[src/rtl/reg_res_scheduler.sv]
// Register-reservation scheduler: hazard check, destination reservation and
// single-result-bus slot booking, replayed as write-back controls from slot 0.
module reg_res_scheduler #(
    parameter int NREGS   = 8,
    parameter int IDX_W   = $clog2(NREGS),
    parameter int MAX_LAT = 14,
    parameter int SRC_W   = 4,
    parameter int CNT_W   = $clog2(MAX_LAT + 1)
) (
    input  logic             clk,
    input  logic             rst,
    input  logic             i_advance,
    input  logic             i_flush,
    input  logic             i_req,
    input  logic             i_dest_en,
    input  logic [IDX_W-1:0] i_dest,
    input  logic [NREGS-1:0] i_rd_mask,
    input  logic [4:0]       i_lat,
    input  logic [SRC_W-1:0] i_src,
    output logic             o_issue_ok,
    output logic             o_rej_hazard,
    output logic             o_rej_bus,
    output logic             o_rej_lat,
    output logic             o_result_en,
    output logic [IDX_W-1:0] o_result_dest,
    output logic [SRC_W-1:0] o_result_src,
    output logic [NREGS-1:0] o_res_mask,
    output logic [CNT_W-1:0] o_busy_cnt
);

    localparam logic [5:0] MAX_LAT_V = 6'(MAX_LAT);

    logic [MAX_LAT-1:0] r_vld;
    logic [IDX_W-1:0]   r_dest [MAX_LAT];
    logic [SRC_W-1:0]   r_src  [MAX_LAT];

    logic [NREGS-1:0] w_res_mask;
    logic [CNT_W-1:0] w_busy_cnt;
    logic             w_lat_ok;
    logic             w_slot_hit;
    logic             w_hz;
    logic             w_bc;
    logic             w_commit;

    always_comb begin
        w_res_mask = '0;
        w_busy_cnt = '0;
        for (int s = 0; s < MAX_LAT; s++) begin
            if (r_vld[s]) begin
                w_res_mask[r_dest[s]] = 1'b1;
                w_busy_cnt            = w_busy_cnt + CNT_W'(1);
            end
        end
    end

    // slot[i_lat] is the one that shifts into the booked position slot[i_lat-1];
    // latency MAX_LAT books the top slot, which is always empty after the shift.
    always_comb begin
        w_slot_hit = 1'b0;
        for (int s = 1; s < MAX_LAT; s++) begin
            if (i_lat == 5'(s)) w_slot_hit = r_vld[s];
        end
    end

    assign w_lat_ok = (i_lat != 5'd0) && ({1'b0, i_lat} <= MAX_LAT_V);
    assign w_hz     = (|(i_rd_mask & w_res_mask)) | (i_dest_en & w_res_mask[i_dest]);
    assign w_bc     = i_dest_en & w_lat_ok & w_slot_hit;

    // Handshake: i_req is the candidate's valid, o_issue_ok its ready; the
    // transfer (commit) happens on an edge where both are high, i_advance=1
    // and i_flush=0. o_issue_ok may be sampled regardless of i_advance.
    assign o_issue_ok   = i_req & ~w_hz & ~w_bc & (~i_dest_en | w_lat_ok);
    assign o_rej_hazard = i_req & w_hz;
    assign o_rej_bus    = i_req & w_bc;
    assign o_rej_lat    = i_req & i_dest_en & ~w_lat_ok;
    assign w_commit     = o_issue_ok & i_advance & ~i_flush;

    always_ff @(posedge clk) begin
        if (rst || i_flush) begin
            r_vld <= '0;
            for (int s = 0; s < MAX_LAT; s++) begin
                r_dest[s] <= '0;
                r_src[s]  <= '0;
            end
        end else if (i_advance) begin
            for (int s = 0; s < MAX_LAT - 1; s++) begin
                r_vld[s]  <= r_vld[s+1];
                r_dest[s] <= r_dest[s+1];
                r_src[s]  <= r_src[s+1];
            end
            r_vld[MAX_LAT-1]  <= 1'b0;
            r_dest[MAX_LAT-1] <= '0;
            r_src[MAX_LAT-1]  <= '0;
            if (w_commit && i_dest_en) begin
                for (int s = 0; s < MAX_LAT; s++) begin
                    if (i_lat == 5'(s + 1)) begin
                        r_vld[s]  <= 1'b1;
                        r_dest[s] <= i_dest;
                        r_src[s]  <= i_src;
                    end
                end
            end
        end
    end

    assign o_result_en   = r_vld[0];
    assign o_result_dest = r_dest[0];
    assign o_result_src  = r_src[0];
    assign o_res_mask    = w_res_mask;
    assign o_busy_cnt    = w_busy_cnt;

endmodule

[config.mk]
export PLATFORM = sky130hd
export DESIGN_NAME = reg_res_scheduler
export DESIGN_NICKNAME = d
export VERILOG_FILES = /design/src/rtl/reg_res_scheduler.sv
export SDC_FILE = /design/constraint.sdc
export NUM_CORES = 1
export LEC_CHECK = 0
export ABC_AREA = 1
export ABC_CLOCK_PERIOD_IN_PS = 15020
export CAP_MARGIN = 20
export CELL_PAD_IN_SITES_DETAIL_PLACEMENT = 0
export CELL_PAD_IN_SITES_GLOBAL_PLACEMENT = 1
export CORE_MARGIN = 3
export CORE_UTILIZATION = 34
export CTS_CLUSTER_DIAMETER = 50
export DETAILED_ROUTE_END_ITERATION = 6
export PLACE_DENSITY = 0.68
export RECOVER_POWER = 25
export SLEW_MARGIN = 0
export SYNTH_ARGS = -nofsm -noshare
export SYNTH_HDL_FRONTEND = slang
export SYNTH_SLANG_ARGS = --single-unit
[constraint.sdc]
create_clock -name clk -period 15.02 [get_ports clk]
set_input_delay 3.004 -clock clk [delete_from_list [all_inputs] [get_ports clk]]
set_output_delay 3.004 -clock clk [all_outputs]
set_load 0.005 [all_outputs]
Word level (Yosys, flattened, before mapping)
Memory sizes are Yosys's and may differ from the RTL's.
Cells that the tools add are included.
Widths: inputs -> output; s select.
{"block": "word_totals", "register_bits": 14, "ram_bits": 98, "memories": 2}
{"name": "r_src", "depth": 14, "width": 4, "rd": 14, "rd_ports_with_merged_regs": 0, "write_ports": 14, "line": "35", "source": "logic [SRC_W-1:0] r_src [MAX_LAT];"}
{"name": "r_dest", "depth": 14, "width": 3, "rd": 14, "rd_ports_with_merged_regs": 0, "write_ports": 14, "line": "34", "source": "logic [IDX_W-1:0] r_dest [MAX_LAT];"}
{"block": "op_classes", "n_addsub": 13, "n_lt_le_gt_ge": 30, "eq_ne": 14, "n_mux": 216, "bitwise": 89, "n_reduce_logical": 19}
{"operator": "$mux 4", "count": 41}
{"operator": "$mux 1", "count": 117}
{"operator": "$mux 8", "count": 14}
{"operator": "$or 8x8->8", "count": 13}
{"operator": "$mux 3", "count": 28}
{"operator": "$lt 3x4->1 const B", "count": 15}
{"operator": "$or 1x1->1", "count": 58}
{"operator": "$add 4x1->4 const B", "count": 13}
{"operator": "$demux 1 s3", "count": 14}
{"operator": "$ge 3x1->1 const B", "count": 14}
{"operator": "$eq 5x4->1 const B", "count": 7}
{"operator": "$eq 5x3->1 const B", "count": 4}
{"operator": "$logic_and 1x1->1", "count": 16}
{"operator": "$mux 14", "count": 1}
{"operator": "$and 1x1->1", "count": 12}
{"operator": "$eq 5x2->1 const B", "count": 2}
{"operator": "$and 8x8->8", "count": 1}
{"operator": "$reduce_or 8->1", "count": 1}
{"operator": "$eq 5x1->1 const B", "count": 1}
{"operator": "$le 5x4->1 const B", "count": 1}
{"operator": "$not 1->1", "count": 5}
{"operator": "$reduce_bool 5->1", "count": 1}
{"operator": "$bmux 1 s3", "count": 1}
{"operator": "$logic_or 1x1->1", "count": 1}

Depth between registers and ports, before layout
An unclocked memory read counts as a cell.
{"block": "depth", "depth_word": 48, "ltp_mapped": 45, "ltp_nobuf": 45}

Least setup slack after synthesis
Ideal clock, no wire load.
{"block": "synth_timing", "path_kind": "flip-flop to output port", "start": "reg r_vld[1]", "end": "out o_busy_cnt[1]", "arrival_time_ps": 6377, "slack_ps": 5639, "path_stages_with_launch": 42, "cell_sequence": "dfxtp_1 -> inv_1 -> ha_1 -> inv_2 -> nand2_4 -> nand2_2 -> inv_1 -> ha_1 -> nand2_1 -> nand2_1 -> ha_1 -> or2_2 -> nand2_1 -> inv_1 -> ha_1 -> nand2_1 -> nand2_1 -> ha_1 -> [6 not listed] -> ha_1 -> nand2_1 -> nand2_1 -> ha_1 -> nand2_1 -> nand2_1 -> ha_1 -> nand2_1 -> nand2_1 -> ha_1 -> nand2_1 -> nand2_1 -> ha_1 -> nor2_1 -> a31oi_1 -> ha_1 -> nand2_1 -> o21ai_0"}
{"block": "synth_between", "elab_chain_cells": 25}
{"item": "from (decl)", "line": "33", "source": "logic [MAX_LAT-1:0] r_vld;"}
{"item": "from (signal, indexed assignment)", "line": "87", "source": "r_vld[s] <= r_vld[s+1];"}
{"item": "$mux 4 (*)", "line": "49", "source": "if (r_vld[s]) begin"}
{"item": "$add 4x1->4", "line": "51", "source": "w_busy_cnt = w_busy_cnt + CNT_W'(1);"}
{"item": "$mux 4 (*)", "line": "49"}
{"item": "$add 4x1->4", "line": "51"}
{"item": "$mux 4 (*)", "line": "49"}
{"item": "$add 4x1->4", "line": "51"}
{"item": "$mux 4 (*)", "line": "49"}
{"item": "$add 4x1->4", "line": "51"}
{"item": "[9 not listed]"}
{"item": "$add 4x1->4", "line": "51"}
{"item": "$mux 4 (*)", "line": "49"}
{"item": "$add 4x1->4", "line": "51"}
{"item": "$mux 4 (*)", "line": "49"}
{"item": "$add 4x1->4", "line": "51"}
{"item": "$mux 4 (*)", "line": "49"}
{"item": "$add 4x1->4", "line": "51"}
{"item": "$mux 4 (*)", "line": "49"}
{"item": "to (decl)", "line": "28", "source": "output logic [CNT_W-1:0] o_busy_cnt"}
Mark *: on every way between the ends. The rest lies on a longest branch, timed or not.

Final worst setup path
Ends and elaborated chain as after synthesis.

==> parameters.txt <==
Parameter                              Value

Outcome
  Run status    completed

Floorplanning
  Overall die height    161.0 um
  Floorplan die area    roughly 26,000 sq um
  Rows    56
  Initial cell density of the core    34.70%
  Ports placed on the boundary    50
  Floorplan core area    23,540 sq um
  Horizontal die dimension    161.0 um

Logic synthesis
  Synth warn    0
  Post-synth top area share    a little over a third
  Most instantiated flip-flop cell in the synthesis netlist    sky130_fd_sc_hd__edfxtp_1
  Net count after synthesis    1,179
  Syn avg cell area    7.167 sq um
  Number of synthesized register bits    112
  Post-Synthesis Cell Area    approximately 8200 sq um
  Seq/Total Area, Yosys    39.45%
  Async set-reset flop share out of synthesis    0%
  Top cells by area in the synthesized netlist    sky130_fd_sc_hd__edfxtp_1, sky130_fd_sc_hd__nand2_1, sky130_fd_sc_hd__inv_1
  Count of cell types in the netlist    49
  Largest area contributor in the synthesized netlist    sky130_fd_sc_hd__edfxtp_1
  Cells after synthesis    around 1,100
  EDFF count, synth    98

Worst hold path
  Worst Hold Class    reg2reg
  Hold Startpoint    r_src[0][4]
  Cells on Worst Hold Path    2

Global route
  Initial antenna violation count    0
  First-pass GRT wire length    41,390 um
  Number of global-route vias before repair    7,282
  Global-route congestion overflow total    0
  Global Route Usage Sum    20.64%
  Maximum number of pins on one net before global-route repair    66

Setup path
  R2r startpoint    r_dest[0][6]
  Critical path's largest stage delay    0.52 ns
  Worst Path Required    12.02 ns
  CP Max Fanout    8
  Arrival time of data at the critical path endpoint    7.73 ns
  Setup CP Type    reg2out
  Kind of start point of the critical path    register
  Most frequent CP cell    sky130_fd_sc_hd__nand2_1
  Reg2reg path depth    14
  Max stage delay cell, worst path    sky130_fd_sc_hd__clkdlybuf4s50_1
  Crit. Startpoint    r_vld[1]
  CP endpoint kind    output pin

Clock network
  Post-CTS Resized    0
  Count of hold-fix buffers inserted at cts    0
  Root buffer cell    sky130_fd_sc_hd__clkbuf_16
  Maximum buffer depth of the clock tree    2
  CTS HTree Levels    3
  TritonCTS clock tree    done
  Clock transition at the register clock pins on the worst setup and hold paths after CTS    ~0.080 ns
  Number of buffers added for setup after CTS    0
  CTS sink cnt    112
  Inserted Clock Buffers    9
  Clock latency on the worst-skew pair    0.36 ns

Final layout
  Most common cell after layout, fill and taps aside    sky130_fd_sc_hd__nand2_1
  Most frequent cells in the layout    sky130_fd_sc_hd__nand2_1, sky130_fd_sc_hd__inv_1, sky130_fd_sc_hd__nand3_1, sky130_fd_sc_hd__nor2_1, sky130_fd_sc_hd__edfxtp_1
  Final standard cell count with taps included and fillers excluded    1,485
  Count of antenna diodes in the layout    0
  Final net count    1,200
  Area overhead of the layout relative to synthesis    12.68%
  Filler instances    2,570
  Share of cells above drive strength 1    7.118%

Timing
  Fin Clk Skew    0.01298 ns
  Final setup TNS    0 ns
  Transition time at the pin with the least slew margin    about 0.97 ns
  Setup repair after global routing missed its margin    false
  Min cycle time layout    10.73 ns
  Max-slew violation count    0
  Final hold vios    0
  Crit share post-route    71.44%
  Highest attainable clock frequency    slightly above 0.09 GHz
  Setup violators final    0
  Max transition margin    between 30% and 40%

Place
  RePlAce Congestion    0.9722
  DPL Wire Length    20,970 um
  Port-buffer cells    49
  Total instance count after detailed placement    1,469

Power and ir drop
  Leak Pwr    4.186 nW
  Final Power    a little under 700 uW
  Max VDD drop    45.58 uV
  Areal power density over the cells    75.41 nW/um^2

Drt
  Total routed wirelength    26,610 um
  Router iterations before antenna repair    6
  Starting DRT DRC Count    ~680
  Remaining antenna violation count after routing    0
  Vias after detailed routing    around 7,700
  Via density per instance    5.160
  Average wire length per cell after detail routing    17.92 um
  DRC    0

Run
  Max-cap violations    0
## stage by stage
stage / utilization (%) / setup WS [ns] / cell area [sq um] / hold WS (ns)
5_1_grt: 39.11 / 3.613 / 9206 / 0.5854
4_1_cts: 39.12 / 4.230 / 9210 / 0.5518
3_5_place_dp: 37.74 / 4.650 / 8885 / 0.5323
3_3_place_gp: 37.74 / 4.812 / 8885 / 0.5342
6_report: 39.11 / 4.290 / 9206 / 0.5544
2_1_floorplan: - / 5.639 / 8170 / 0.5145
## flip-flops by register name, summed over array words and instances (netlist names)
name    flops
r_src      56
r_dest     42
r_vld      14
## critical path: cells and delay by family (launching register included)
kind                       cells  cell delay [ns]
AOI/OAI and AO/OA              2             0.14
adders and majority gates     12             3.55
buffers and inverters          6             0.90
DFF                            1             0.46
and+or+nand+nor               22             2.30
## final cells by class
cell class / count / area, sq um / area share [%]
multi-input combinational: 788 / 3988 / 43.31
sequential: 112 / 3223 / 35.01
inverter: 195 / 739.5 / 8.032
timing repair buffer: 55 / 531.8 / 5.776
tap: 319 / 399.1 / 4.335
clock buffer: 9 / 225.2 / 2.446
clock inverter: 7 / 100.1 / 1.087
## synth_stat cells, types with 2 or more instances
master / instances
sky130_fd_sc_hd__a21boi_0: 2
sky130_fd_sc_hd__a21oi_1: 33
sky130_fd_sc_hd__buf_2: 13
sky130_fd_sc_hd__buf_4: 9
sky130_fd_sc_hd__buf_6: 2
sky130_fd_sc_hd__clkbuf_1: 20
sky130_fd_sc_hd__dfxtp_1: 14
sky130_fd_sc_hd__edfxtp_1: 98
sky130_fd_sc_hd__ha_1: 13
sky130_fd_sc_hd__inv_1: 172
sky130_fd_sc_hd__inv_2: 20
sky130_fd_sc_hd__nand2_1: 309
sky130_fd_sc_hd__nand2_2: 4
sky130_fd_sc_hd__nand2_4: 6
sky130_fd_sc_hd__nand3_1: 115
sky130_fd_sc_hd__nand3_2: 4
sky130_fd_sc_hd__nand3_4: 3
sky130_fd_sc_hd__nand3b_1: 3
sky130_fd_sc_hd__nand4_1: 38
sky130_fd_sc_hd__nand4_2: 3
sky130_fd_sc_hd__nand4_4: 2
sky130_fd_sc_hd__nor2_1: 111
sky130_fd_sc_hd__nor2_2: 2
sky130_fd_sc_hd__nor2_4: 2
sky130_fd_sc_hd__nor3_1: 23
sky130_fd_sc_hd__nor3_4: 3
sky130_fd_sc_hd__nor4_1: 12
sky130_fd_sc_hd__nor4_2: 3
sky130_fd_sc_hd__o211ai_1: 5
sky130_fd_sc_hd__o21ai_0: 27
sky130_fd_sc_hd__o21ai_1: 12
sky130_fd_sc_hd__o21bai_1: 4
sky130_fd_sc_hd__o221ai_1: 8
sky130_fd_sc_hd__o22ai_1: 24
sky130_fd_sc_hd__o32ai_1: 3
sky130_fd_sc_hd__or2_2: 5
## metal layers
layer  up-vias  wire length, um  track usage, %
met2       195            12260           33.68
li1       3823                -               -
met4         0              931           8.213
met1      3595            12380           28.15
met3        50             1044           2.334
met5         -                0               0
## logic make-up (layout without fill, tap and decap cells)
group	after synthesis	count (layout)	synth area share [%]
xor gates and xnor gates	1	1	0.1072
AOI/OAI and AO/OA	121	121	8.806
DFF	112	112	39.45
buffers and inverters	240	266	11.91
and+or+nand+nor	653	653	37.73
adders and majority gates	13	13	1.991
## worst paths after layout
path / slack [ns] / endpoint
setup / recovery: 4.29 / o_busy_cnt[1]
hold / removal: 0.55 / r_src[0][0]
hold reg to reg: 0.55 / r_src[0][0]
setup reg to reg: 10.88 / r_dest[1][10]
## power by group
part / internal [mW] / total [mW] / leakage, nW / switching [mW]
Combinational: 0.0182 / 0.0613 / 2.77 / 0.0431
Sequential: 0.350 / 0.359 / 1.25 / 0.00946
Clock: 0.149 / 0.274 / 0.161 / 0.125
Note: power is estimated with default switching activity, not from simulation.
